--- src/rtl/capture_ctrl_if.sv ---
// capture_ctrl_if: packed input stream and FIFO write port of the capture sequencer
interface capture_ctrl_if #(parameter int DATA_LEN = 32);
  logic                in_valid;
  logic [DATA_LEN-1:0] in_data;
  logic                fifo_full;
  logic                fifo_wr;
  logic [DATA_LEN-1:0] fifo_data;
  modport master (input in_valid, in_data, fifo_full, output fifo_wr, fifo_data);
  modport slave  (output in_valid, in_data, fifo_full, input fifo_wr, fifo_data);
endinterface

--- src/rtl/capture_ctrl.sv ---
// capture_ctrl: arms on command, waits for a masked trigger word, forwards cfg_len words to the FIFO
module capture_ctrl #(
  parameter int DATA_LEN = 32,
  parameter int CNT_W    = 16
) (
  input  logic                clk,
  input  logic                rst,
  input  logic                i_cmd_arm,
  input  logic                i_cmd_abort,
  input  logic [DATA_LEN-1:0] i_cfg_trig_val,
  input  logic [DATA_LEN-1:0] i_cfg_trig_mask,
  input  logic [CNT_W-1:0]    i_cfg_len,
  capture_ctrl_if.master      bus,
  output logic                o_busy,
  output logic                o_done,
  output logic                o_overflow,
  output logic [CNT_W-1:0]    o_word_cnt
);
  typedef enum logic [1:0] {IDLE, ARMED, CAPTURE, DONE} state_t;
  state_t              r_state;
  logic [DATA_LEN-1:0] r_val, r_mask, r_fifo_data;
  logic [CNT_W-1:0]    r_len, r_cnt;
  logic                r_fifo_wr, r_done, r_ovf;
  logic                w_hit;
  logic [CNT_W-1:0]    w_cnt_nxt;
  assign w_hit        = bus.in_valid && ((bus.in_data ^ r_val) & r_mask) == '0;
  assign w_cnt_nxt    = r_cnt + 1'b1;
  assign o_busy       = r_state == ARMED || r_state == CAPTURE;
  assign o_done       = r_done;
  assign o_overflow   = r_ovf;
  assign o_word_cnt   = r_cnt;
  assign bus.fifo_wr   = r_fifo_wr;
  assign bus.fifo_data = r_fifo_data;
  always_ff @(posedge clk) begin
    if (rst) begin
      r_state     <= IDLE;
      r_val       <= '0;
      r_mask      <= '0;
      r_len       <= '0;
      r_cnt       <= '0;
      r_fifo_wr   <= 1'b0;
      r_fifo_data <= '0;
      r_done      <= 1'b0;
      r_ovf       <= 1'b0;
    end else begin
      r_fifo_wr <= 1'b0;
      // abort outranks arm even when idle, so a simultaneous arm is dropped
      if (i_cmd_abort) begin
        if (o_busy) r_state <= IDLE;
      end else if (i_cmd_arm && !o_busy) begin
        r_state <= ARMED;
        r_val   <= i_cfg_trig_val;
        r_mask  <= i_cfg_trig_mask;
        r_len   <= i_cfg_len;
        r_cnt   <= '0;
        r_done  <= 1'b0;
        r_ovf   <= 1'b0;
      end else if (r_state == ARMED) begin
        if (r_len == '0) begin
          r_state <= DONE;
          r_done  <= 1'b1;
        end else if (w_hit && bus.fifo_full) begin
          r_state <= DONE;
          r_done  <= 1'b1;
          r_ovf   <= 1'b1;
        end else if (w_hit) begin
          r_fifo_wr   <= 1'b1;
          r_fifo_data <= bus.in_data;
          r_cnt       <= w_cnt_nxt;
          r_state     <= r_len == CNT_W'(1) ? DONE : CAPTURE;
          r_done      <= r_len == CNT_W'(1);
        end
      end else if (r_state == CAPTURE && bus.in_valid) begin
        if (bus.fifo_full) begin
          r_state <= DONE;
          r_done  <= 1'b1;
          r_ovf   <= 1'b1;
        end else begin
          r_fifo_wr   <= 1'b1;
          r_fifo_data <= bus.in_data;
          r_cnt       <= w_cnt_nxt;
          r_state     <= w_cnt_nxt == r_len ? DONE : CAPTURE;
          r_done      <= w_cnt_nxt == r_len;
        end
      end
    end
  end
endmodule

--- src/flat_wrapper.sv ---
// flat-port wrapper written by rule: the top's interface ports become plain ports
module capture_ctrl_flat 
#(
  parameter int DATA_LEN = 32,
  parameter int CNT_W    = 16
)
  (clk, rst, i_cmd_arm, i_cmd_abort, i_cfg_trig_val, i_cfg_trig_mask, i_cfg_len, o_busy, o_done, o_overflow, o_word_cnt, bus_in_valid, bus_in_data, bus_fifo_full, bus_fifo_wr, bus_fifo_data);
  capture_ctrl_if #(.DATA_LEN(DATA_LEN)) bus_i ();
  input  logic clk;
  input  logic rst;
  input  logic i_cmd_arm;
  input  logic i_cmd_abort;
  input  logic [DATA_LEN-1:0] i_cfg_trig_val;
  input  logic [DATA_LEN-1:0] i_cfg_trig_mask;
  input  logic [CNT_W-1:0] i_cfg_len;
  output logic o_busy;
  output logic o_done;
  output logic o_overflow;
  output logic [CNT_W-1:0] o_word_cnt;
  input wire logic [$bits(bus_i.in_valid)-1:0] bus_in_valid;
  input wire logic [$bits(bus_i.in_data)-1:0] bus_in_data;
  input wire logic [$bits(bus_i.fifo_full)-1:0] bus_fifo_full;
  output wire logic [$bits(bus_i.fifo_wr)-1:0] bus_fifo_wr;
  output wire logic [$bits(bus_i.fifo_data)-1:0] bus_fifo_data;
  assign bus_i.in_valid = bus_in_valid;
  assign bus_i.in_data = bus_in_data;
  assign bus_i.fifo_full = bus_fifo_full;
  assign bus_fifo_wr = bus_i.fifo_wr;
  assign bus_fifo_data = bus_i.fifo_data;
  capture_ctrl #(.DATA_LEN(DATA_LEN), .CNT_W(CNT_W)) u_core (.clk(clk), .rst(rst), .i_cmd_arm(i_cmd_arm), .i_cmd_abort(i_cmd_abort), .i_cfg_trig_val(i_cfg_trig_val), .i_cfg_trig_mask(i_cfg_trig_mask), .i_cfg_len(i_cfg_len), .bus(bus_i), .o_busy(o_busy), .o_done(o_done), .o_overflow(o_overflow), .o_word_cnt(o_word_cnt));
endmodule
--- config.mk ---
export PLATFORM = sky130hd
export DESIGN_NAME = capture_ctrl_flat
export DESIGN_NICKNAME = d
export VERILOG_FILES = /design/src/rtl/capture_ctrl_if.sv /design/src/rtl/capture_ctrl.sv /design/src/flat_wrapper.sv
export SDC_FILE = /design/constraint.sdc
export NUM_CORES = 1
export LEC_CHECK = 0
export ABC_CLOCK_PERIOD_IN_PS = 2600
export BUFFER_PORTS_ARGS = -buffer_cell sky130_fd_sc_hd__buf_2
export CORE_MARGIN = 2
export CORE_UTILIZATION = 47
export CTS_CLUSTER_SIZE = 24
export DETAILED_ROUTE_END_ITERATION = 10
export GPL_ROUTABILITY_DRIVEN = 1
export GPL_TIMING_DRIVEN = 0
export PLACE_DENSITY = 0.75
export SYNTH_ARGS = -nofsm -noshare
export SYNTH_HDL_FRONTEND = slang
export SYNTH_SLANG_ARGS = --single-unit
--- constraint.sdc ---
create_clock -name clk -period 2.6 [get_ports clk]
set_input_delay 0.65 -clock clk [delete_from_list [all_inputs] [get_ports clk]]
set_output_delay 0.65 -clock clk [all_outputs]
set_load 0.01 [all_outputs]
==> results of run 1 <==
sequential cells by signal, summed over array words and instances (netlist names):
name,flops
u_core.bus.fifo_data,32
u_core.r_mask,32
u_core.r_val,32
u_core.o_word_cnt,16
u_core.r_len,16
u_core.r_state,2
u_core.bus.fifo_wr,1
u_core.o_done,1
u_core.o_overflow,1
timing repair:
| item | CTS | global route |
|---|---|---|
| pin swaps | 3 | 4 |
| endpoints found under the setup margin | 51 | 50 |
| resized for setup | 5 | 13 |
| buffers inserted | 6 | 4 |
kinds of logic (layout without fill, tap and decap cells):
kind of cell | Yosys count | in the layout
xor gates and xnor gates | 57 | 57
other | 0 | 2
AOI/OAI and AO/OA | 153 | 153
muxes | 35 | 35
adders and majority gates | 4 | 4
and+or+nand+nor | 315 | 315
DFF | 133 | 133
buffers and inverters | 62 | 267
where the power goes:
part / leakage, uW / internal [uW] / switching (uW)
Combinational: 0.00193 / 402 / 648
Sequential: 0.00108 / 2160 / 88.3
Clock: 0.000298 / 1620 / 873
Total: 0.00331 / 4190 / 1610
cells in the mapped netlist, types with 2 or more instances:
library cell / count / area share
sky130_fd_sc_hd__a21o_1: 2 / 0.0024
sky130_fd_sc_hd__a21oi_1: 90 / 0.073
sky130_fd_sc_hd__a22oi_1: 15 / 0.018
sky130_fd_sc_hd__a31oi_1: 4 / 0.0041
sky130_fd_sc_hd__and2_1: 7 / 0.0071
sky130_fd_sc_hd__and3_1: 5 / 0.0051
sky130_fd_sc_hd__and4_1: 2 / 0.0028
sky130_fd_sc_hd__buf_2: 5 / 0.0041
sky130_fd_sc_hd__buf_6: 3 / 0.0055
sky130_fd_sc_hd__clkbuf_1: 44 / 0.027
sky130_fd_sc_hd__dfxtp_1: 133 / 0.43
sky130_fd_sc_hd__ha_1: 4 / 0.0081
sky130_fd_sc_hd__inv_1: 9 / 0.0055
sky130_fd_sc_hd__mux2i_1: 35 / 0.057
sky130_fd_sc_hd__nand2_1: 243 / 0.15
sky130_fd_sc_hd__nand3_1: 12 / 0.0097
sky130_fd_sc_hd__nand4_1: 11 / 0.011
sky130_fd_sc_hd__nor2_1: 13 / 0.0079
sky130_fd_sc_hd__nor2b_1: 2 / 0.0020
sky130_fd_sc_hd__nor3_1: 7 / 0.0057
sky130_fd_sc_hd__nor4_1: 4 / 0.0041
sky130_fd_sc_hd__o21a_1: 2 / 0.0024
sky130_fd_sc_hd__o21ai_1: 4 / 0.0032
sky130_fd_sc_hd__o311ai_0: 12 / 0.017
sky130_fd_sc_hd__o41ai_1: 5 / 0.0071
sky130_fd_sc_hd__o41ai_2: 6 / 0.016
sky130_fd_sc_hd__or3_1: 4 / 0.0041
sky130_fd_sc_hd__xnor2_1: 18 / 0.026
sky130_fd_sc_hd__xor2_1: 39 / 0.055
per-layer routing:
metal,up-vias,global-route usage
met3,32,0.0685
li1,2993,-
met5,-,0
met2,232,0.424
met1,2817,0.333
met4,0,0.105
cell type report:
type	count	area share
multi-input combinational	564	0.413
sequential	133	0.335
timing repair buffer	178	0.115
clock buffer	22	0.0571
buffer	49	0.0278
tap	172	0.0271
clock inverter	9	0.0192
inverter	9	0.00425
antenna	2	0.000629
worst reg2reg max path, stage by stage (launching register included):
cell and delay, ns:
sky130_fd_sc_hd__dfxtp_1 0.36, sky130_fd_sc_hd__inv_1 0.08, sky130_fd_sc_hd__ha_1 0.32, sky130_fd_sc_hd__and2_2 0.25, sky130_fd_sc_hd__o41a_1 0.40, sky130_fd_sc_hd__buf_4 0.16
sky130_fd_sc_hd__a31oi_4 0.20, sky130_fd_sc_hd__or3_1 0.12, sky130_fd_sc_hd__buf_2 0.16, sky130_fd_sc_hd__buf_6 0.18, sky130_fd_sc_hd__o32ai_1 0.09
worst paths after layout:
check	from	endpoint	slack (ns)	cells after the start
max	bus_in_data[7]	u_core.bus.fifo_data[20]	0.10	10
min	u_core.bus.fifo_data[17]	u_core.bus.fifo_data[17]	0.45	2
max reg2reg	u_core.r_state[0]	u_core.o_word_cnt[8]	0.14	10
min reg2reg	u_core.bus.fifo_data[17]	u_core.bus.fifo_data[17]	0.45	2
through the flow:
stage	total power, uW	setup TNS (ns)
final	5790	0
after global placement	3240	-28.20
after floorplan	2890	0
after global routing	6030	-0.133
after detailed placement	3250	-29.94
after CTS	5760	0
==> key figures, run 1 <==
Drt
  – Length of routed met3 wiring: 1330 um
  – Antenna-violating nets left: 0
  – Met2 WL: 8590 um
  – Number of search-and-repair iterations in the first detailed-routing pass: 5
  – Total wire length after detailed routing: 18200 um
  – Via count normalized by instance count: 5.34
  – 1st-iter DRT viols: 535
  – M1 WL: 7780 um
  – Vias after detailed routing: 6074
  – Post-DR wirelength/cell: 16.0 um
  – Uppermost layer routed: met4
  – Count of unresolved DRC violations after routing: 0

Placement
  – Global placer's final weighted congestion: 0.905
  – Final HPWL DP: 13500 um
  – Placed Cells: 1099
  – Number of buffers added on ports: 168
  – Placement-stage worst setup slack: -0.709 ns
  – Placed standard-cell area: 7230 um2

STA
  – Max-slew violation total from the final report: 0
  – Clock skew after layout: 0.00911 ns
  – Worst-margin pin slew: 0.787 ns
  – Min Hold Slack: 0.455 ns
  – Final setup violation count: 0
  – Share of the clock period used by the worst path after layout: 0.961
  – Fmax achieved: 400 MHz
  – Final Hold Violating Endpoints: 0
  – Min Tclk post-route: 2.50 ns
  – Smallest setup slack after layout: 0.101 ns
  – Worst max-slew margin expressed relative to the limit: 0.473

Power and ir drop
  – Leakage: 0.00331 uW
  – Pwr Density: 729 nW/um2
  – Maximum ir drop on the vdd rail: 499 uV

Worst setup path
  – Worst endpoint data arrival time: 2.84 ns
  – Delay of the slowest cell on the worst path: 0.37 ns
  – CP max FO: 10
  – Buffers and inverters on the worst path: 3
  – Startpoint kind of the worst setup timing path: input port
  – Worst setup path category: input port to flop
  – Req. time, crit path: 2.94 ns
  – Critical Path Slowest Stage Cell: sky130_fd_sc_hd__a2111oi_4
  – Critical path, cell by cell: buf_2 -> xor2_1 -> a22oi_1 -> nand4_1 -> nor2_4 -> nand4_1 -> a2111oi_4 -> buf_4 -> buf_6 -> mux2i_1
  – Delay-heaviest family, CP: compound AO/OA/AOI/OAI gates
  – Category of the worst setup path capture point: flop
  – Cell seen most often among critical-path stages: sky130_fd_sc_hd__nand4_1

Layout
  – Most common cell after layout, fill and taps aside: sky130_fd_sc_hd__nand2_1
  – Footprint of the flip-flops and latches: 2670 um2
  – Share of the core filled with cells: 0.625
  – Synthesis-to-finish area growth: 28.8%
  – Final #Nets: 1074
  – Area occupied by multi-input gates: 3290 um2
  – Most frequent cells in the layout: sky130_fd_sc_hd__nand2_1, sky130_fd_sc_hd__buf_2, sky130_fd_sc_hd__dfxtp_1, sky130_fd_sc_hd__a21oi_1, sky130_fd_sc_hd__clkbuf_1
  – # fillers: 1230
  – Ratio of cells with drive above 1 in the final layout: 0.246
  – Post-route design area: 7950 um2
  – Number of non-filler instances in the completed layout: 1138

Logic synthesis
  – Fraction of the mapped netlist area in compound gates: 0.165
  – Post-synthesis area per instance: 8.13 um2
  – Gate count after technology mapping: 759
  – Xor/xnor cell area share of the yosys netlist: 0.0809
  – Netlist area before placement: 6170 um2
  – Sequential area share after synthesis: 0.431
  – Dominant register cell in the synthesized netlist: sky130_fd_sc_hd__dfxtp_1
  – Net count of the mapped netlist: 881
  – Dominant combinational cell family by area after synthesis: simple AND/OR/NAND/NOR gates
  – Count of distinct cell types in the synthesized netlist: 48
  – Post-synthesis mux area share: 0.0568
  – Number of synthesized register bits: 133
  – Post-Synth Adder-Cell Area: 0.00811
  – Number of flops mapped to enable cells by yosys: 0
  – Count of warnings emitted by yosys: 0
  – Post-Synth Simple-Gate Area: 0.215
  – Asr flop ratio synth: 0

Clock tree
  – TritonCTS clock tree: built
  – Clock-pin slew of the registers on the worst-case setup and hold paths: 0.06 ns
  – Number of H-tree levels: 4
  – Deepest clock path buffer count: 2
  – CTS root buf: sky130_fd_sc_hd__clkbuf_16
  – Clock latency on the worst-skew pair: 0.42 ns
  – CTS Hold Bufs: 0
  – TritonCTS Sinks: 133
  – Total CTS buffers: 17

Floorplan
  – I/O Pins: 170
  – Die width: 119 um
  – Area enclosed by the die boundary: 14100 um2
  – Area of the core region: 12700 um2
  – Initial Util: 0.485
  – Height of the chip: 119 um
  – Core Rows: 41

Global route
  – Largest net degree at the start of global routing: 17
  – Overall fraction of global-route tracks in use: 0.262
  – Antenna violations before repair: 2
  – Total grt overflow: 0
  – Global-route wire length before repair: 29100 um
  – Number of global-route vias before repair: 5744

Flow run
  – Max cap viols: 0

Worst hold path
  – Type of the worst min-delay path: flop to flop

Outcome
  – Outcome: finished clean
Note: power is estimated with default switching activity, not from simulation.
==> run 2: changes to the inputs <==
- ABC_CLOCK_PERIOD_IN_PS: 2600 -> 2900
- CORE_UTILIZATION: 47 -> 57
- PLACE_DENSITY: 0.75 -> 0.85
- clock period: 2.6 -> 2.9 ns (I/O delays scaled with it)
==> key figures, run 2 (synthesis gave the netlist of run 1 again) <==
Layout
  – Most frequent cells in the layout: sky130_fd_sc_hd__nand2_1, sky130_fd_sc_hd__buf_2, sky130_fd_sc_hd__dfxtp_1, sky130_fd_sc_hd__a21oi_1, sky130_fd_sc_hd__clkbuf_1
  – Ratio of cells with drive above 1 in the final layout: 0.236 (-0.00964)
  – Number of non-filler instances in the completed layout: 1097 (-3.6%)
  – Most common cell after layout, fill and taps aside: sky130_fd_sc_hd__nand2_1
  – Post-route design area: 7840 um2 (-1.4%)
  – Share of the core filled with cells: 0.753 (+0.128)
  – Area occupied by multi-input gates: 3270 um2 (-0.61%)
  – # fillers: 779 (-37%)
  – Footprint of the flip-flops and latches: 2660 um2 (about the same)
  – Synthesis-to-finish area growth: 27.1%
  – Total inserted antenna cells: 0 (-2)
  – Final #Nets: 1070 (-0.37%)

Outcome
  – Outcome: finished clean

Floorplan
  – Area of the core region: 10400 um2 (-18%)
  – I/O Pins: 170 (unchanged)
  – Height of the chip: 108 um (-8.9%)
  – Initial Util: 0.593 (+0.107)
  – Core Rows: 37 (-9.8%)
  – Die width: 108 um (-8.9%)
  – Area enclosed by the die boundary: 11700 um2 (-17%)

Global route
  – Antenna violations before repair: 1 (-1)
  – Largest net degree at the start of global routing: 17 (unchanged)
  – Number of global-route vias before repair: 5952 (+3.6%)
  – Global-route wire length before repair: 29000 um (-0.61%)
  – Total grt overflow: 0 (unchanged)
  – Overall fraction of global-route tracks in use: 0.319 (+0.0566)

STA
  – Share of the clock period used by the worst path after layout: 0.937
  – RSZ-0062 raised after global routing: false
  – Smallest setup slack after layout: 0.182 ns (+0.0816 ns)
  – Worst-margin pin slew: 0.885 ns (+0.0977 ns)
  – Final setup violation count: 0 (unchanged)
  – Min Tclk post-route: 2.72 ns
  – Final Hold Violating Endpoints: 0 (unchanged)
  – Fmax achieved: 368 MHz
  – Worst max-slew margin expressed relative to the limit: 0.408 (-0.0654)
  – Max-slew violation total from the final report: 0 (unchanged)
  – Clock skew after layout: 0.00975 ns (+0.000638 ns)

Drt
  – Number of search-and-repair iterations in the first detailed-routing pass: 5 (unchanged)
  – Via count normalized by instance count: 5.73 (+7.3%)
  – Count of unresolved DRC violations after routing: 0 (unchanged)
  – Total wire length after detailed routing: 18500 um (+2.2%)
  – Post-DR wirelength/cell: 16.9 um (+6.0%)
  – Vias after detailed routing: 6282 (+3.4%)
  – 1st-iter DRT viols: 415 (-22%)
  – Antenna-violating nets left: 0 (unchanged)

Clock tree
  – TritonCTS Sinks: 133 (unchanged)
  – Number of H-tree levels: 4 (unchanged)
  – CTS root buf: sky130_fd_sc_hd__clkbuf_8
  – TritonCTS clock tree: built
  – CTS Hold Bufs: 0 (unchanged)
  – Deepest clock path buffer count: 2 (unchanged)
  – Clock-pin slew of the registers on the worst-case setup and hold paths: 0.06 ns (about the same)
  – Total CTS buffers: 17 (unchanged)
  – Clock latency on the worst-skew pair: 0.53 ns (+0.11 ns)

Placement
  – Global placer's final weighted congestion: 0.927 (+2.4%)
  – Placed Cells: 1063 (-3.3%)
  – Number of buffers added on ports: 168 (unchanged)
  – Placed standard-cell area: 7180 um2 (-0.62%)
  – Final HPWL DP: 13100 um (-3.0%)
  – Placement-stage worst setup slack: -0.509 ns (+0.200 ns)

Flow run
  – Max cap viols: 0 (unchanged)

Worst setup path
  – R2r setup slk: 0.19 ns (+0.05 ns)
  – Worst endpoint data arrival time: 3.17 ns (+0.33 ns)
  – Startpoint kind of the worst setup timing path: input port
  – Worst setup path category: input port to flop
  – Req. time, crit path: 3.35 ns (+0.41 ns)
  – Category of the worst setup path capture point: flop
  – CP max FO: 10 (unchanged)

Power and ir drop
  – Pwr Density: 658 nW/um2 (-9.7%)
  – Total power: 5160 uW (-11%)
  – Maximum ir drop on the vdd rail: 384 uV (-23%)
  – Leakage: 0.00327 uW (-1.2%)

Worst hold path
  – Type of the worst min-delay path: input port to flop
[run 2: cell count changes in the layout (fill, tap and decap cells not counted), sizes merged]
cell / change
inv: +4
clkinv: -3
bufinv: -1
diode: -2
clkinvlp: +4
buf: -7
[run 2: per-stage QoR]
stage,setup TNS [ns],hold slack [ns]
final,0,0.431
after detailed placement,-19.05,0.443
after CTS,0,0.427
after global placement,-17.47,0.443
after floorplan,0,0.436
after global routing,0,0.432
[run 2: worst paths after layout]
kind,start,to,cells past startpoint
setup / recovery,bus_in_data[5],u_core.bus.fifo_data[9],10
hold reg to reg,u_core.bus.fifo_data[15],u_core.bus.fifo_data[15],2
setup reg to reg,u_core.r_val[5],u_core.bus.fifo_data[9],9
hold / removal,i_cfg_len[12],u_core.r_len[12],3
[run 2: per-layer routing]
layer / vias to the layer above / wire length [um] / track usage / part of all wire
met2: 336 / 8840 / 0.540 / 0.48
met4: 0 / 628 / 0.125 / 0.034
li1: 2979 / - / - / -
met5: - / 0 / 0 / 0
met3: 55 / 1660 / 0.0705 / 0.090
met1: 2912 / 7420 / 0.395 / 0.40
[run 2: what timing repair did]
item / CTS / global route
endpoints found under the setup margin: 13 / 44
setup buffers: 0 / 4
gates resized for setup: 1 / 6
pin swaps: 1 / 1
[run 2: layout make-up]
type | count | share of cell area
plain buffers | 51 | 0.0289
clock buffers | 19 | 0.0563
clock inverters | 13 | 0.0215
inverters | 9 | 0.00431
multi-input cells | 564 | 0.417
flip-flops and latches | 133 | 0.340
well taps | 136 | 0.0217
repair buffers | 172 | 0.111
[run 2: where the power goes]
| part | leakage (uW) | total (uW) | switching (uW) | internal, uW |
|---|---|---|---|---|
| clock network | 0.000288 | 2220 | 850 | 1370 |
| logic | 0.00190 | 924 | 587 | 337 |
| registers | 0.00108 | 2020 | 80.9 | 1940 |
| total | 0.00327 | 5160 | 1520 | 3640 |
[run 2: worst max-delay path, cell delays in order]
cell,delay [ns]
sky130_fd_sc_hd__buf_2,0.12
sky130_fd_sc_hd__xor2_1,0.18
sky130_fd_sc_hd__a22oi_1,0.26
sky130_fd_sc_hd__nand4_1,0.21
sky130_fd_sc_hd__nor3_4,0.42
sky130_fd_sc_hd__nand4_1,0.22
sky130_fd_sc_hd__a2111oi_4,0.43
sky130_fd_sc_hd__buf_4,0.22
sky130_fd_sc_hd__buf_6,0.18
sky130_fd_sc_hd__mux2i_1,0.21
==> run 3: changes to the inputs <==
- RECOVER_POWER: default -> 50
==> key figures, run 3 (synthesis gave the netlist of run 1 again) <==
Outcome
  – Outcome: finished clean

Worst setup path
  – Worst setup path category: input port to flop
  – Cell seen most often among critical-path stages: sky130_fd_sc_hd__nand4_1
  – R2r setup slk: 0.19 ns (about the same)
  – Critical Path Slowest Stage Cell: sky130_fd_sc_hd__a2111oi_4
  – Req. time, crit path: 3.35 ns (about the same)
  – Critical R2R Launch: u_core.r_state[0]
  – CP max FO: 10 (unchanged)
  – Crit Reg-Reg Endpoint: u_core.o_word_cnt[5]
  – Delay of the slowest cell on the worst path: 0.43 ns (about the same)
  – Worst r2r path cells: 10 (+1)
  – Category of the worst setup path capture point: flop
  – Delay-heaviest family, CP: simple AND/OR/NAND/NOR gates
  – Buffers and inverters on the worst path: 3 (unchanged)
  – Startpoint kind of the worst setup timing path: input port
  – Critical path, cell by cell: buf_2 -> xor2_1 -> a22oi_1 -> nand4_1 -> nor2_1 -> nand4_1 -> a2111oi_4 -> buf_4 -> buf_6 -> mux2i_1
  – Worst endpoint data arrival time: 3.16 ns (about the same)

Power and ir drop
  – Pwr Density: 663 nW/um2 (+0.82%)
  – Maximum ir drop on the vdd rail: 382 uV (-0.39%)
  – Leakage: 0.00305 uW (-6.8%)

Clock tree
  – Number of H-tree levels: 4 (unchanged)
  – TritonCTS clock tree: built
  – CTS root buf: sky130_fd_sc_hd__clkbuf_8
  – Total CTS buffers: 17 (unchanged)
  – Clock latency on the worst-skew pair: 0.53 ns (about the same)
  – TritonCTS Sinks: 133 (unchanged)
  – Clock-pin slew of the registers on the worst-case setup and hold paths: 0.06 ns (about the same)
  – Deepest clock path buffer count: 2 (unchanged)

Drt
  – Count of unresolved DRC violations after routing: 0 (unchanged)
  – Total wire length after detailed routing: 18600 um (about the same)
  – 1st-iter DRT viols: 413 (-0.48%)
  – Via count normalized by instance count: 5.74 (+0.18%)
  – Number of search-and-repair iterations in the first detailed-routing pass: 5 (unchanged)
  – Post-DR wirelength/cell: 16.9 um (about the same)
  – Vias after detailed routing: 6293 (+0.18%)
  – Antenna-violating nets left: 0 (unchanged)

Worst hold path
  – Hold-critical path depth: 3 (unchanged)
  – Worst Hold End: u_core.r_val[16]
  – Worst hold path startpoint: i_cfg_trig_val[16]
  – Type of the worst min-delay path: input port to flop

Floorplan
  – Height of the chip: 108 um (unchanged)
  – Area enclosed by the die boundary: 11700 um2 (unchanged)
  – I/O Pins: 170 (unchanged)
  – Area of the core region: 10400 um2 (unchanged)
  – Core Rows: 37 (unchanged)
  – Die width: 108 um (unchanged)
  – Initial Util: 0.593 (unchanged)

STA
  – Worst-margin pin slew: 0.882 ns (-0.00313 ns)
  – Fmax achieved: 368 MHz (about the same)
  – Share of the clock period used by the worst path after layout: 0.936 (about the same)
  – Final setup violation count: 0 (unchanged)
  – Min Hold Slack: 0.432 ns (+0.00102 ns)
  – Min Tclk post-route: 2.72 ns (-0.00219 ns)
  – RSZ-0062 raised after global routing: false
  – Worst max-slew margin expressed relative to the limit: 0.410 (+0.00210)
  – Clock skew after layout: 0.0109 ns (+0.00111 ns)
  – Smallest setup slack after layout: 0.184 ns (+0.00219 ns)
  – Final Hold Violating Endpoints: 0 (unchanged)
  – Max-slew violation total from the final report: 0 (unchanged)

Layout
  – Most common cell after layout, fill and taps aside: sky130_fd_sc_hd__nand2_1
  – # fillers: 790 (+1.4%)
  – Synthesis-to-finish area growth: 26.0%
  – Total inserted antenna cells: 0 (unchanged)
  – Share of the core filled with cells: 0.747 (-0.00613)
  – Most frequent cells in the layout: sky130_fd_sc_hd__nand2_1, sky130_fd_sc_hd__dfxtp_1, sky130_fd_sc_hd__buf_2, sky130_fd_sc_hd__clkbuf_1, sky130_fd_sc_hd__a21oi_1
  – Ratio of cells with drive above 1 in the final layout: 0.183 (-0.0531)
  – Final #Nets: 1070 (unchanged)
  – Post-route design area: 7780 um2 (-0.81%)
  – Number of non-filler instances in the completed layout: 1097 (unchanged)

Placement
  – Placed Cells: 1063 (unchanged)
  – Placement-stage worst setup slack: -0.509 ns (unchanged)
  – Global placer's final weighted congestion: 0.927 (unchanged)
  – Final HPWL DP: 13100 um (unchanged)
  – Number of buffers added on ports: 168 (unchanged)
  – Placed standard-cell area: 7180 um2 (unchanged)

Global route
  – Antenna violations before repair: 1 (unchanged)
  – Number of global-route vias before repair: 5952 (unchanged)
  – Global-route wire length before repair: 29000 um (unchanged)
  – Largest net degree at the start of global routing: 17 (unchanged)
  – Total grt overflow: 0 (unchanged)
  – Overall fraction of global-route tracks in use: 0.319 (unchanged)

Flow run
  – Max cap viols: 0 (unchanged)
==> run 3: stage by stage <==
| stage | setup TNS, ns | total power, uW |
|---|---|---|
| global placement | -17.47 | 2890 |
| global route | 0 | 5330 |
| floorplan | 0 | 2590 |
| CTS | 0 | 5110 |
| finish | 0 | 5160 |
| detailed placement | -19.05 | 2910 |
==> run 3: worst max path at each step <==
stage,cells past startpoint,startpoint,slack (ns),end
after floorplan,8,bus_in_data[5],0.19,u_core.bus.fifo_data[10]
after CTS,11,u_core.r_state[0],0.008,u_core.o_word_cnt[6]
after global routing,11,u_core.r_state[1],0.03,u_core.o_word_cnt[13]
final,10,bus_in_data[7],0.18,u_core.bus.fifo_data[9]
after detailed placement,9,bus_in_data[5],-0.51,u_core.bus.fifo_data[9]
after global placement,9,bus_in_data[5],-0.47,u_core.bus.fifo_data[21]
==> run 3: final cells by class <==
type                       count  area, um2  area share
sequential                   133       2660       0.342
timing repair buffer         172        807       0.104
clock buffer                  19        442      0.0568
clock inverter                13        169      0.0217
tap                          136        170      0.0219
multi-input combinational    564       3270       0.420
inverter                       9       33.8     0.00434
buffer                        51        226      0.0291
==> run 3: timing repair <==
item	CTS	global route
gates resized for setup	1	6
setup buffers	0	4
pin swaps	1	1
setup endpoints to repair	13	44
hold buffers	0	0
==> run 3: worst reg2reg max path: stages, from the launching register on <==
cell	delay [ns]
sky130_fd_sc_hd__dfxtp_1	0.36
sky130_fd_sc_hd__inv_1	0.07
sky130_fd_sc_hd__ha_1	0.32
sky130_fd_sc_hd__and2_1	0.34
sky130_fd_sc_hd__o41a_1	0.30
sky130_fd_sc_hd__nor2b_1	0.25
sky130_fd_sc_hd__a31oi_4	0.08
sky130_fd_sc_hd__or3_1	0.34
sky130_fd_sc_hd__buf_2	0.16
sky130_fd_sc_hd__buf_4	0.19
sky130_fd_sc_hd__o41ai_2	0.21
==> run 3: layer usage <==
metal	track usage	share of wire	vias to the layer above
li1	-	-	2981
met1	0.395	0.40	2898
met2	0.540	0.48	357
met4	0.125	0.034	0
met5	0	0	-
met3	0.0705	0.091	57
==> run 3: where the power goes <==
| part | switching (uW) | leakage (uW) | total (uW) | internal (uW) |
|---|---|---|---|---|
| logic | 589 | 0.00168 | 922 | 333 |
| registers | 80.2 | 0.00108 | 2020 | 1940 |
| clock network | 853 | 0.000288 | 2220 | 1370 |
| total | 1520 | 0.00305 | 5160 | 3640 |
